**config.mk**
```make
export PLATFORM = sky130hd
export DESIGN_NAME = riscv_mc_ctrl
export DESIGN_NICKNAME = d
export VERILOG_FILES = /design/src/rtl/riscv_pkg.sv /design/src/rtl/riscv_alu_decode.sv /design/src/rtl/riscv_mc_ctrl.sv
export SDC_FILE = /design/constraint.sdc
export NUM_CORES = 1
export LEC_CHECK = 0
export CAP_MARGIN = 20
export CORE_ASPECT_RATIO = 1.25
export CORE_UTILIZATION = 45
export CTS_CLUSTER_DIAMETER = 40
export DETAILED_ROUTE_END_ITERATION = 8
export DONT_BUFFER_PORTS = 1
export GPL_ROUTABILITY_DRIVEN = 0
export SKIP_LAST_GASP = 1
export SLEW_MARGIN = 20
export SYNTH_ARGS = -nofsm -noshare
export SYNTH_HDL_FRONTEND = slang
export SYNTH_SLANG_ARGS = --single-unit
```
**constraint.sdc**
```tcl
create_clock -name clk -period 3.6 [get_ports clk]
set_input_delay 0.72 -clock clk [delete_from_list [all_inputs] [get_ports clk]]
set_output_delay 0.72 -clock clk [all_outputs]
set_load 0.005 [all_outputs]
```
**src/rtl/riscv_pkg.sv**
```systemverilog
// Shared encodings for the RV32I multi-cycle controller: ALU ops, opcode/funct
// fields, datapath mux selects and trap causes.
package riscv_pkg;

  localparam int unsigned ALU_OP_W = 3;

  typedef enum logic [ALU_OP_W-1:0] {
    ALU_ADD = 3'd0,
    ALU_SUB = 3'd1,
    ALU_OR  = 3'd2,
    ALU_AND = 3'd3,
    ALU_SLT = 3'd4
  } alu_op_e;

  localparam logic [6:0] OPC_OP     = 7'b0110011;
  localparam logic [6:0] OPC_OP_IMM = 7'b0010011;
  localparam logic [6:0] OPC_LOAD   = 7'b0000011;
  localparam logic [6:0] OPC_STORE  = 7'b0100011;
  localparam logic [6:0] OPC_BRANCH = 7'b1100011;
  localparam logic [6:0] OPC_JAL    = 7'b1101111;
  localparam logic [6:0] OPC_LUI    = 7'b0110111;

  localparam logic [2:0] F3_ADD = 3'b000;
  localparam logic [2:0] F3_SLT = 3'b010;
  localparam logic [2:0] F3_OR  = 3'b110;
  localparam logic [2:0] F3_AND = 3'b111;
  localparam logic [2:0] F3_W   = 3'b010;
  localparam logic [2:0] F3_BEQ = 3'b000;
  localparam logic [2:0] F3_BNE = 3'b001;

  localparam logic [6:0] F7_BASE = 7'b0000000;
  localparam logic [6:0] F7_ALT  = 7'b0100000;

  typedef enum logic [1:0] {
    SRC_A_PC     = 2'd0,
    SRC_A_OLD_PC = 2'd1,
    SRC_A_RS1    = 2'd2
  } src_a_e;

  typedef enum logic [1:0] {
    SRC_B_RS2  = 2'd0,
    SRC_B_FOUR = 2'd1,
    SRC_B_IMM  = 2'd2
  } src_b_e;

  typedef enum logic [2:0] {
    IMM_I = 3'd0,
    IMM_S = 3'd1,
    IMM_B = 3'd2,
    IMM_J = 3'd3,
    IMM_U = 3'd4
  } imm_sel_e;

  typedef enum logic [1:0] {
    WB_ALUOUT = 2'd0,
    WB_MDR    = 2'd1,
    WB_PC     = 2'd2,
    WB_IMM    = 2'd3
  } wb_sel_e;

  typedef enum logic [1:0] {
    TRAP_NONE        = 2'b00,
    TRAP_ILLEGAL     = 2'b01,
    TRAP_MEM_TIMEOUT = 2'b10
  } trap_cause_e;

endpackage

```
**src/rtl/riscv_alu_decode.sv**
```systemverilog
// Maps opcode/funct3/funct7 to an ALU operation and flags encodings the core
// does not implement.
module riscv_alu_decode
  import riscv_pkg::*;
(
  input  logic [6:0] opcode,
  input  logic [2:0] funct3,
  input  logic [6:0] funct7,
  output alu_op_e    alu_op,
  output logic       illegal
);

  always_comb begin
    alu_op  = ALU_ADD;
    illegal = 1'b0;
    case (opcode)
      OPC_OP: begin
        case (funct3)
          F3_ADD: begin
            if (funct7 == F7_ALT)       alu_op = ALU_SUB;
            else if (funct7 != F7_BASE) illegal = 1'b1;
          end
          F3_AND: begin alu_op = ALU_AND; illegal = (funct7 != F7_BASE); end
          F3_OR:  begin alu_op = ALU_OR;  illegal = (funct7 != F7_BASE); end
          F3_SLT: begin alu_op = ALU_SLT; illegal = (funct7 != F7_BASE); end
          default: illegal = 1'b1;
        endcase
      end
      // funct7 is immediate data for I-type, so only funct3 matters
      OPC_OP_IMM: begin
        case (funct3)
          F3_ADD:  alu_op = ALU_ADD;
          F3_AND:  alu_op = ALU_AND;
          F3_OR:   alu_op = ALU_OR;
          F3_SLT:  alu_op = ALU_SLT;
          default: illegal = 1'b1;
        endcase
      end
      OPC_LOAD, OPC_STORE: illegal = (funct3 != F3_W);
      OPC_BRANCH: begin
        alu_op  = ALU_SUB;
        illegal = !((funct3 == F3_BEQ) || (funct3 == F3_BNE));
      end
      OPC_JAL, OPC_LUI: illegal = 1'b0;
      default: illegal = 1'b1;
    endcase
  end

endmodule

```
**src/rtl/riscv_mc_ctrl.sv**
```systemverilog
// Multi-cycle RV32I control FSM: sequences the shared datapath, handshakes the
// unified memory port and traps on illegal encodings or memory timeout.
module riscv_mc_ctrl
  import riscv_pkg::*;
#(
  parameter int unsigned ALU_CTRL_W = 3,
  parameter int unsigned MAX_WAIT   = 255
) (
  input  logic                  clk,
  input  logic                  rst,
  input  logic [31:0]           instr,
  input  logic                  zero,
  input  logic                  mem_ready,
  output logic                  mem_req,
  output logic                  mem_we,
  output logic                  mem_addr_sel,
  output logic                  ir_we,
  output logic                  pc_we,
  output logic                  pc_src,
  output logic [1:0]            alu_src_a,
  output logic [1:0]            alu_src_b,
  output logic [2:0]            imm_sel,
  output logic [ALU_CTRL_W-1:0] alu_ctrl,
  output logic                  reg_we,
  output logic [1:0]            wb_sel,
  output logic                  retire,
  output logic                  halted,
  output logic [1:0]            trap_cause
);

  localparam int unsigned WAIT_W = $clog2(MAX_WAIT + 1);

  typedef enum logic [3:0] {
    S_IDLE, S_FETCH, S_DECODE, S_EXEC_R, S_EXEC_I, S_WB_ALU, S_MEM_ADDR,
    S_MEM_RD, S_WB_MEM, S_MEM_WR, S_BRANCH, S_JAL, S_LUI, S_TRAP
  } state_e;

  state_e            state, state_nxt;
  logic [WAIT_W-1:0] wait_cnt, wait_nxt;
  logic [1:0]        cause_q, cause_nxt;
  alu_op_e           alu_op, dec_op;
  logic              dec_illegal;
  logic              wait_expired;
  logic [6:0]        opcode;
  logic [2:0]        funct3;
  logic              unused_instr_bits;

  assign opcode            = instr[6:0];
  assign funct3            = instr[14:12];
  assign unused_instr_bits = ^{instr[24:15], instr[11:7]};

  riscv_alu_decode u_alu_decode (
    .opcode  (opcode),
    .funct3  (funct3),
    .funct7  (instr[31:25]),
    .alu_op  (dec_op),
    .illegal (dec_illegal)
  );

  // Last allowed unacknowledged cycle of a memory request
  assign wait_expired = (wait_cnt == WAIT_W'(MAX_WAIT - 1));

  always_ff @(posedge clk) begin
    if (rst) begin
      state    <= S_IDLE;
      wait_cnt <= '0;
      cause_q  <= TRAP_NONE;
    end else begin
      state    <= state_nxt;
      wait_cnt <= wait_nxt;
      cause_q  <= cause_nxt;
    end
  end

  always_comb begin
    state_nxt    = state;
    wait_nxt     = '0;
    cause_nxt    = cause_q;
    mem_req      = 1'b0;
    mem_we       = 1'b0;
    mem_addr_sel = 1'b0;
    ir_we        = 1'b0;
    pc_we        = 1'b0;
    pc_src       = 1'b0;
    alu_src_a    = SRC_A_PC;
    alu_src_b    = SRC_B_RS2;
    imm_sel      = IMM_I;
    alu_op       = ALU_ADD;
    reg_we       = 1'b0;
    wb_sel       = WB_ALUOUT;
    retire       = 1'b0;
    halted       = 1'b0;

    case (state)
      S_IDLE: state_nxt = S_FETCH;

      S_FETCH: begin
        mem_req   = 1'b1;
        alu_src_b = SRC_B_FOUR;
        if (mem_ready) begin
          ir_we     = 1'b1;
          pc_we     = 1'b1;
          state_nxt = S_DECODE;
        end else if (wait_expired) begin
          state_nxt = S_TRAP;
          cause_nxt = TRAP_MEM_TIMEOUT;
        end else begin
          wait_nxt = wait_cnt + WAIT_W'(1);
        end
      end

      // Branch/JAL target is computed speculatively into ALUOut
      S_DECODE: begin
        alu_src_a = SRC_A_OLD_PC;
        alu_src_b = SRC_B_IMM;
        imm_sel   = (opcode == OPC_JAL) ? IMM_J : IMM_B;
        if (dec_illegal) begin
          state_nxt = S_TRAP;
          cause_nxt = TRAP_ILLEGAL;
        end else begin
          case (opcode)
            OPC_OP:              state_nxt = S_EXEC_R;
            OPC_OP_IMM:          state_nxt = S_EXEC_I;
            OPC_LOAD, OPC_STORE: state_nxt = S_MEM_ADDR;
            OPC_BRANCH:          state_nxt = S_BRANCH;
            OPC_JAL:             state_nxt = S_JAL;
            OPC_LUI:             state_nxt = S_LUI;
            default: begin
              state_nxt = S_TRAP;
              cause_nxt = TRAP_ILLEGAL;
            end
          endcase
        end
      end

      S_EXEC_R: begin
        alu_src_a = SRC_A_RS1;
        alu_src_b = SRC_B_RS2;
        alu_op    = dec_op;
        state_nxt = S_WB_ALU;
      end

      S_EXEC_I: begin
        alu_src_a = SRC_A_RS1;
        alu_src_b = SRC_B_IMM;
        imm_sel   = IMM_I;
        alu_op    = dec_op;
        state_nxt = S_WB_ALU;
      end

      S_WB_ALU: begin
        reg_we    = 1'b1;
        wb_sel    = WB_ALUOUT;
        retire    = 1'b1;
        state_nxt = S_FETCH;
      end

      S_MEM_ADDR: begin
        alu_src_a = SRC_A_RS1;
        alu_src_b = SRC_B_IMM;
        imm_sel   = (opcode == OPC_STORE) ? IMM_S : IMM_I;
        state_nxt = (opcode == OPC_STORE) ? S_MEM_WR : S_MEM_RD;
      end

      S_MEM_RD, S_MEM_WR: begin
        mem_req      = 1'b1;
        mem_we       = (state == S_MEM_WR);
        mem_addr_sel = 1'b1;
        if (mem_ready) begin
          retire    = (state == S_MEM_WR);
          state_nxt = (state == S_MEM_WR) ? S_FETCH : S_WB_MEM;
        end else if (wait_expired) begin
          state_nxt = S_TRAP;
          cause_nxt = TRAP_MEM_TIMEOUT;
        end else begin
          wait_nxt = wait_cnt + WAIT_W'(1);
        end
      end

      S_WB_MEM: begin
        reg_we    = 1'b1;
        wb_sel    = WB_MDR;
        retire    = 1'b1;
        state_nxt = S_FETCH;
      end

      S_BRANCH: begin
        alu_src_a = SRC_A_RS1;
        alu_src_b = SRC_B_RS2;
        alu_op    = ALU_SUB;
        pc_we     = (funct3 == F3_BEQ) ? zero : !zero;
        pc_src    = pc_we;
        retire    = 1'b1;
        state_nxt = S_FETCH;
      end

      // PC already holds the link value; jump target sits in ALUOut
      S_JAL: begin
        reg_we    = 1'b1;
        wb_sel    = WB_PC;
        pc_we     = 1'b1;
        pc_src    = 1'b1;
        retire    = 1'b1;
        state_nxt = S_FETCH;
      end

      S_LUI: begin
        reg_we    = 1'b1;
        wb_sel    = WB_IMM;
        imm_sel   = IMM_U;
        retire    = 1'b1;
        state_nxt = S_FETCH;
      end

      S_TRAP: halted = 1'b1;

      default: state_nxt = S_IDLE;
    endcase
  end

  assign alu_ctrl   = ALU_CTRL_W'(alu_op);
  assign trap_cause = cause_q;

endmodule

```
Yosys cells after proc, flatten, opt, wreduce, memory -nomap -nowiden
Index checks and enable logic that the tools add are counted.
W data, S select, Z words.
- add/subtract/negate cells: 1
- equality and inequality tests: 30
- multiplexer cells: 41
- bitwise gates (word level): 1
- reductions and logical operators: 22
- operator list (kind ; count):
    $eq A7 B6 Y1 const B ; 4
    $pmux W4 S7 ; 1
    $pmux W3 S3 ; 3
    $eq A4 B4 Y1 const B ; 6
    $mux W4 ; 6
    $pmux W4 S6 ; 1
    $eq A4 B3 Y1 const B ; 4
    $reduce_or A4 Y1 ; 4
    $mux W1 ; 15
    $eq A7 B7 Y1 const B ; 2
    $pmux W2 S2 ; 3
    $pmux W3 S4 ; 1
    $reduce_or A3 Y1 ; 3
    $add A8 B1 Y8 const B ; 1
    $eq A4 B2 Y1 const B ; 2
    $eq A8 B8 Y1 const B ; 1
    $mux W2 ; 4
    $reduce_or A2 Y1 ; 4
    $eq A7 B2 Y1 const B ; 1
    $eq A7 B5 Y1 const B ; 1
    $reduce_bool A7 Y1 ; 1
    $reduce_or A7 Y1 ; 1
    $eq A3 B3 Y1 const B ; 2
    $pmux W1 S2 ; 3
    other kinds (20) ; 21
- register bits after elaboration: 14
- bits of input ports: 36
- output and inout port bits: 23
- logic and storage cells: 98

Longest topological paths before layout
- depth after elaboration: 7
- gate-level depth with buffers: 8
- mapped depth without buffers: 7

Modules after synthesis
Synthesis repeated with hierarchy kept, for this count alone.
- cells, all modules: 187
- area total of the unflattened synthesis: 1391.3 sq um
- modules (own cells, without submodules) (module ; instances ; cells an instance ; area an instance (sq um) ; seq. area each (sq um)):
    riscv_mc_ctrl ; 1 ; 157 ; 1157.4 ; 280.3
    riscv_alu_decode ; 1 ; 30 ; 234.0 ; 0.0

Least setup slack after synthesis
OpenSTA, ideal clock, no wires.
- path kind: in2out
- start point: input instr[28]
- end point: output alu_ctrl[0]
- arrival: 1.932 ns
- data required time: 2.880 ns
- setup slack: 0.948 ns
- stages on the path: 4
- path buffers: 0
- path through: or4_4 -> o41ai_1 -> a21oi_1 -> o41ai_1
- longest elaborated chain between the ends: 5
- ends and longest elaborated chain (element ; RTL line ; text):
    start, declared ; riscv_mc_ctrl.sv:11 ; input logic [31:0] instr,
    $eq A7 B6 Y1 ; riscv_alu_decode.sv:20 ; if (funct7 == F7_ALT) alu_op = ALU_SUB;
    $mux W1 ; riscv_alu_decode.sv:20 ;
    $pmux W3 S4 ; riscv_alu_decode.sv:18 ; case (funct3)
    $pmux W3 S3 ; riscv_alu_decode.sv:16 ; case (opcode)
    $pmux W3 S2 ; riscv_mc_ctrl.sv:94 ; case (state)
    end, declared ; riscv_mc_ctrl.sv:23 ; output logic [ALU_CTRL_W-1:0] alu_ctrl,
Every way passes these cells.

Worst setup path in the final report
- start point: register state[3]
- end point: output pc_we
- longest elaborated chain between the ends: 2
- elaborated cells on any way between the ends: 4
- those cells by class: 3 x eq/ne; 1 x mux
- ends and longest elaborated chain (element ; RTL line ; text):
    start, declared ; riscv_mc_ctrl.sv:38 ; state_e state, state_nxt;
    start signal, assigned ; riscv_mc_ctrl.sv:69 ; state <= state_nxt;
    $eq A4 B4 Y1 / $eq A4 B1 Y1 (equally long branches) ; riscv_mc_ctrl.sv:94 ;
    $pmux W1 S3 (*) ; riscv_mc_ctrl.sv:94 ;
    end, declared ; riscv_mc_ctrl.sv:18 ; output logic pc_we,
Mark *: on every way between the ends. The rest lies on a longest branch, timed or not.

==> metrics.txt <==
fin crit share a little under 80%; cells along the critical path inv_1, nand2_1, nor4_1, or2_2; I/O pin count 59; Primary FF master, synth dfxtp_1; via count 1339; RSZ-0062 raised after global routing false; Avg Cell Area, Syn between 7 and 8 µm²; root buf cell clkbuf_4; CP startpoint state[3]; die extent in y ~64 µm; cell taking the most area after synthesis dfxtp_1; R2R Setup Slk approximately 1.4 ns; kind of critical path register to output port; Max Freq around 360 MHz; Hold Path Depth 1; worst r2r path cells 7; Post-DP HPWL ~2400 µm; WL per Instance 14.65 µm; fin. max-slew vios 0; initial antenna violation count 0; Initial Util a little under half; commonest cells after routing, fill and taps aside nor2_1 (26), nand2_1 (14), dfxtp_1 (14); placed insts 211; die width about 51 µm; CTS tree yes; Post-synth ARST share 0%; Worst Setup Start Kind register; vias per cell approximately 6.3; TritonCTS Buffers 3; post-layout minimum cycle time between 2 and 3 ns; first-pass GRT wire length about 5000 µm; CTS hold repair buffers 0; WP depth 4; met2 Use GR a little over a third; fraction of layout cells with a size suffix above 1 around 7.3%; DRC violations left 0; die area between 3000 and 4000 µm²; Worst-Margin Slew between 0.7 and 0.8 ns; post-layout instance area 1380 µm²; Tightest Hold Check Type input pin to register; CTS resizes 0; worst reg2reg startpoint state[1]; status finished clean; peak supply drop 0.2388 mV; largest net degree at the start of global routing 22; drt first-iter violations 33; Core Footprint slightly below 3000 µm²; leakage roughly 0.47 nW; top-area cell type share of the netlist area 20.51%; cell area after synthesis between 1000 and 1500 µm²; commonest non-fill, non-tap cell in the layout nor2_1; WP data required around 2.9 ns; Final Hold Viols 0; top cells by area, synth dfxtp_1 (21%), nor2_1 (7.1%), nor3_1 (4.4%); Hold Worst Slack 0.5040 ns; Detail Route Antenna Nets 0; pre-CTS setup slack about 0.83 ns; Critical-path top delay cell nor4_1; Pre-antenna DRT Iters 4; vias in the first global route between 1000 and 1500; antenna diode instance count 0; H-tree depth 1; total wire length 3136 µm; Synth cell types 52; total global routing overflow 0; GR peak layer met2; sequential element share of the synthesized area 20.51%; IO buf count 0; Worst-path clk slew ~0.08 ns; maximum clock insertion buffer count 2; worst relative slew slack a little under half; met1 global-route usage between 20 and 25%; synthesized netlist net count ~230; post-route insts no fill roughly 210; max-cap check violation count 0; latest clock arrival within the worst-skew pair around 0.27 ns; worst stage delay on the critical path approximately 0.64 ns; Final WS setup ~0.82 ns; gr usage total 19.47%; final setup violation count 0; Final Skew 0.007467 ns; Power Dens Cells roughly 260 nW/µm²; synth warn 0; Hold Crit Start rst; crit path DAT roughly 2.1 ns; Seq cells post-synth 14; Sum Neg Setup Slack 0 ns; routing usage on met3 under 10%; clock sinks 14; Rows 22; Cell Area, Placed 1358 µm²; CP endpoint kind output port; Worst Path Buf+Inv 1; number of enable flip-flop cells after synthesis 0; P&R area growth vs syn 1.007%; final net count roughly 220; Max FO, Critical Path 21; Post-Syn Instances approximately 190; Post-CTS Setup Bufs 0; Crit path max-delay family simple AND/OR/NAND/NOR gates
Yosys cell counts, drive strengths merged (3+ instances only):
master   n
inv     10
o21ai    9
a211oi   4
xnor2    3
buf      7
o211ai   3
nor3    12
nand3   11
dfxtp   14
and4     4
clkbuf   6
nand2   14
a21oi   11
nor2    26
xor2     5
nand2b   5
nor2b    4
final timing paths:
| kind | to |
|---|---|
| worst max-delay path | pc_we |
| worst min-delay path | state[0] |
| worst max register to register | trap_cause[1] |
| worst min register to register | wait_cnt[0] |
kinds of logic after synthesis:
family | share of synthesized area [%]
AOI/OAI and AO/OA | 25.64
xor gates and xnor gates | 5.128
adders and majority gates | 1.831
buffers and inverters | 6.685
DFF | 20.51
muxes | 3.113
and+or+nand+nor | 37.09
worst reg2reg max path, delay by kind of cell, from the launching register on:
kind,cells,cell delay (ns)
flops,1,0.66
simple gates,3,0.64
mux,1,0.32
compound gates,2,0.30
buf+inv,1,0.17
final cells by class:
type	instances	area, µm²
fill	310	1538
multi-input combinational	151	994.7
sequential	14	280.3
tap	36	45.04
inverter	10	37.54
clock buffer	3	22.52
registers in the layout (all words and copies together) (netlist names):
register    count
wait_cnt        8
state           4
trap_cause      2
routing by layer:
metal,wire length (µm),up-vias
met5,0,-
met4,19,0
met3,158,2
met2,1580,35
met1,1377,635
li1,-,667
stage by stage:
stage	power (mW)	utilization [%]
final	0.3569	47.30
after global routing	0.3791	47.30
after CTS	0.3592	47.30
after detailed placement	0.2753	46.53
after global placement	0.2722	46.53
after floorplan	0.2659	-
report_power, final:
part	switching [mW]	internal, mW	leakage (nW)
clock network	0.0458	0.0387	0.0138
logic	0.0511	0.0387	0.347
registers	0.0209	0.162	0.114
total	0.118	0.239	0.475
(Power assumes the default switching activity.)
==> RTL change 1: new RTL, same flow settings <==
Change the parameter `MAX_WAIT` from 255 to 510.
--- a/src/rtl/riscv_mc_ctrl.sv
+++ b/src/rtl/riscv_mc_ctrl.sv
@@ -6,3 +6,3 @@
   parameter int unsigned ALU_CTRL_W = 3,
-  parameter int unsigned MAX_WAIT   = 255
+  parameter int unsigned MAX_WAIT   = 510
 ) (
Formal check against the unedited RTL: same outputs for any inputs over 10 cycles, from zero or initial values and one cycle with rst high; that may be too few to reach the edited logic, so the function may still have changed.
==> RTL change 1 against the unedited design <==
- total power is 0.98% lower
- count of clock-buffer cells in the layout stayed put
- sequential share of layout area is 2.3 points higher
- critical path depth is 1 higher
- design area is 3.9% lower
- register-to-register slack better by 350 ps
- wire length is 5.3% lower
- synthesized area is 4.8% lower
- sequential cell count is 1 higher
- worst setup slack better by 31 ps
- clock skew is 5.4 ps lower
- critical path type is now input pin to output port
- critical endpoint is now imm_sel[0]
- largest cell class unchanged
- largest power group unchanged
==> RTL change 1: results (changes against the unedited design) <==
critical_path:
  crit_path_top_delay_cell: "nor4b_1"
  reg2reg_setup_slack_ps: 1740  # +350 ps
  last_element_of_the_critical_path: "imm_sel[0]"
  regToRegStartpoint: "state[3]"
  reg2regPathDepth: 5  # -2
  cp_max_fo: 10  # -52%
  critical_path.top_delay_family: "simple AND/OR/NAND/NOR gates"
  r2r-end: "state[2]"
  critical_path_arrival_ps: 2030  # -30 ps
  startpoint: "instr[6]"
route:
  wirelength_met1_mm: 1.26  # -8.5%
  met3_length_um: 150  # -5.1%
  routed_wirelength_mm: 2.97  # -5.3%
  wl_met2_mm: 1.52  # -4.0%
  route.vias.total: 1282  # -4.3%
  top_signal_layer_used: "met4"
  detail_route.iter0.violations: 21  # -36%
logic_synthesis:
  synth_enable_flop_cells: 0  # unchanged
  synthTopCellsByCount: "nor2_1, nand2_1, dfxtp_1, o21ai_0, inv_1"
  post_synth_main_area_contributors: "dfxtp_1, nor2_1, xnor2_1"
  synth_sequential_area_ratio: 0.231  # +0.0256
  synthArstFlopShare: 0  # unchanged
  synthesis.yosys.warnings: 0  # unchanged
  synth_cell_types: 49  # -5.8%
  post-synth-top-area-cell: "dfxtp_1"
global_routing:
  via_count_of_the_first_global_routing_pass: 1121  # -2.5%
  grtUsageMet1: 0.243  # +0.0129
  grt_util_met3: 0.0343  # -0.00192
  globalRouteTotalUtil: 0.210  # +0.0158
  global_route.usage.met2: 0.377  # +0.0296
  grt_start_max_net_pins: 21  # -4.5%
  global_route_wire_length_before_repair_mm: 5.13  # +2.3%
run_status:
  outcome: "finished, final reports clean"
place:
  dpl_worst_slack_ps: 869  # +41.3 ps
  hpwlAfterDp_mm: 2.31  # -5.3%
  placement.io_buffers: 0  # unchanged
sta:
  fin_worst_skew_ps: 2.02  # -5.45 ps
  slew-limit-headroom: 0.480  # +0.0158
  maxClockFrequency_ghz: 0.363  # +1.1%
final_layout:
  nFillCells: 290  # -6.5%
  diodes: 0  # unchanged
  top_register: "wait_cnt"
  final_layout_size_suffix_gt1_frac: 0.0667  # -0.00637
  largest_register_ffs: 9  # +1
  finish.net_count: 219  # +0.46%
min_path:
  hp-class: "input pin to register"
cts:
  cts_buffer_depth: 2  # unchanged
  clock-root-buffer: "clkbuf_4"
  postCtsResizedCells: 0  # unchanged
  insertion_delay_ps: 290  # +20 ps
  cts_post_setup_buffers_inserted: 0  # unchanged
  h_tree_depth_reported_by_cts: 1  # unchanged
  cts.reportedPaths.clkPinSlew_ps: 90
power_and_ir_drop:
  seq_power_uw: 187  # +2%
  leakage_uw: 0.000453  # -4.5%
  power_in_combinational_cells_uw: 69.3  # -23%
  p_switching_uw: 110  # -6.3%
  vdd.ir_drop.worst_v: 0.000215  # -10%
RTL change 1: cell types whose count changed after synthesis, moves of 3 or more:
cell / unedited run / this run
a21oi_1: 10 / 7
and4_1: 4 / 0
buf_2: 4 / 0
nand2_1: 14 / 17
nand3_1: 11 / 6
nand4_1: 1 / 4
nor2_1: 26 / 30
nor3_1: 12 / 7
o21a_1: 1 / 4
o21ai_0: 6 / 12
xnor2_1: 3 / 8
xor2_1: 5 / 1
RTL change 1: through the flow:
step / instance area [um2] / std cells / power, uW / hold WS (ps)
finish: 1330 / 214 / 353 / 488
global route: 1330 / 214 / 373 / 483
global placement: 1300 / 210 / 258 / 463
CTS: 1330 / 214 / 358 / 476
floorplan: 1300 / 186 / 253 / 444
detailed placement: 1300 / 210 / 260 / 482
RTL change 1: cell families after synthesis:
kind of cell,synth area share
xor gates and xnor gates,0.0606
adders and majority gates,0.0192
DFF,0.231
and+or+nand+nor,0.361
AOI/OAI and AO/OA,0.249
muxes,0.0163
buffers and inverters,0.0635
RTL change 1: area by class of cell:
cell class / count / area (um2) / area share
multi-input combinational: 151 / 918 / 0.692
sequential: 15 / 300 / 0.226
tap: 34 / 42.5 / 0.0321
inverter: 10 / 37.5 / 0.0283
clock buffer: 3 / 22.5 / 0.0170
clock inverter: 1 / 5.00 / 0.00377
RTL change 1: how the worst min path moves through the flow:
stage	cells past startpoint	end	slack [ps]
global placement	1	wait_cnt[0]	460
CTS	1	state[2]	480
floorplan	1	wait_cnt[0]	440
finish	1	state[2]	490
global route	1	state[2]	480
detailed placement	1	wait_cnt[0]	480
==> RTL change 2: new RTL, same settings <==
Made on the original files. Make the reset (`rst`) asynchronous in one clocked block.
--- a/src/rtl/riscv_mc_ctrl.sv
+++ b/src/rtl/riscv_mc_ctrl.sv
@@ -62,3 +62,3 @@
 
-  always_ff @(posedge clk) begin
+  always_ff @(posedge clk or posedge rst) begin
     if (rst) begin
Check against the original RTL: differs if rst is asserted again (counterexample within 4 cycles, from zero or initial values and one cycle with rst high); with rst held inactive, the same outputs for 10 cycles.
==> RTL change 2 against the unedited design <==
- design area is 3.6% lower
- wire length is 4.1% lower
- sequential cell count stayed put
- count of clock-buffer cells in the layout is 1 higher
- first-iteration DRC count is 21% lower
- synthesized area is 4.1% lower
- critical path type unchanged
- global-route usage is 1.5 points higher
- worst setup slack worse by 140 ps
Power is not compared: it rests on default switching activity, and its combinational part moved more than twofold at a synthesized area within 25%.
==> RTL change 2: results (changes against the unedited design) <==
run_status:
  outcome: "finished, final reports clean"
logic_synthesis:
  synth_sequential_area_ratio: 0.267  # +0.0623
  compound_cell_area_share_of_the_yosys_netlist: 0.194  # -0.0625
  synth_cell_types: 53  # +1.9%
  synthArstFlopShare: 1.00  # +1.00
  syn-num-nets: 208  # -8.0%
  synthTopCellsByCount: "nor2_1, dfrtp_1, nand2_1, o21ai_0, inv_1"
  post_synth_mux_area_share: 0.00860  # -0.0225
  synth_xor_area_frac: 0.0602  # +0.00889
  post_synth_main_area_contributors: "dfrtp_1, nor2_1, o21ai_0"
  post_synth_inst_count: 170  # -9.6%
  synthAdderAreaFrac: 0.0267  # +0.00843
power_and_ir_drop:
  vdd.ir_drop.worst_v: 0.000250
  finalPower_uw: 681
  p_switching_uw: 314
global_routing:
  via_count_of_the_first_global_routing_pass: 1169  # +1.7%
  global_route.usage.met2: 0.392  # +0.0446
  grt_start_max_net_pins: 17  # -23%
  global_route_wire_length_before_repair_mm: 5.15  # +2.8%
  globalRouteTotalUtil: 0.210  # +0.0153
  grt_util_met3: 0.0196  # -0.0166
  grtUsageMet1: 0.232  # +0.00276
route:
  detail_route.vias_per_cell: 5.99  # -4.2%
  wl_met2_mm: 1.67  # +5.7%
  met3_length_um: 96  # -39%
  routed_wirelength_mm: 3.01  # -4.1%
  detail_route.iter0.violations: 26  # -21%
  wirelength_met1_mm: 1.22  # -11%
sta:
  finalWorstPathRequiredPeriod_ps: 2930  # +143 ps
  slew-limit-headroom: 0.648  # +0.183
  fin_worst_skew_ps: 1.84  # -5.62 ps
  final.hold.worst_slack_ps: 355  # -149 ps
place:
  place_inst: 195  # -7.6%
  placed_area_mm2: 0.00129  # -4.7%
  dpl_worst_slack_ps: 863  # +35.4 ps
  hpwlAfterDp_mm: 2.39  # -2.0%
critical_path:
  reg2regPathDepth: 5  # -2
  startpoint: "state[2]"
  last_element_of_the_critical_path: "alu_ctrl[0]"
  reg2reg_setup_slack_ps: 1550  # +160 ps
  r2r-end: "state[1]"
  cp_max_fo: 16  # -24%
  regToRegStartpoint: "state[3]"
  critical_path_arrival_ps: 2210  # +150 ps
cts:
  clock-root-buffer: "clkbuf_4"
  h_tree_depth_reported_by_cts: 1  # unchanged
  cts_buffer_depth: 2  # unchanged
  num_cts_buffers: 3  # unchanged
final_layout:
  count_of_placed_standard_cells_in_the_final_layout_fillers_left_out: 199  # -7.0%
  final_layout_size_suffix_gt1_frac: 0.0909  # +0.0179
  nFillCells: 287  # -7.4%
min_path:
  hp-class: "input pin to async pin"
## RTL change 2: cell types whose count changed after synthesis, moves of 3 or more
cell / unedited run / this run
a21oi_1: 10 / 3
a31oi_1: 0 / 5
buf_1: 3 / 0
clkbuf_1: 6 / 3
dfrtp_1: 0 / 14
dfxtp_1: 14 / 0
nand3_1: 11 / 4
nor3_1: 12 / 9
o21ai_0: 6 / 13
## RTL change 2: worst max-delay path, cell delays in order (launching register included)
cell,delay (ps)
dfrtp_1,610
or3b_2,520
a21oi_1,250
nand4_1,160
nor2_1,180
a221o_1,200
## RTL change 2: final cells by class
cell class | instances | area (um2) | area share
Multi-Input combinational cell | 136 | 860 | 0.646
Inverter | 11 | 41.3 | 0.0310
Sequential cell | 14 | 350 | 0.263
Clock buffer | 4 | 36.3 | 0.0273
Tap cell | 34 | 42.5 | 0.0320
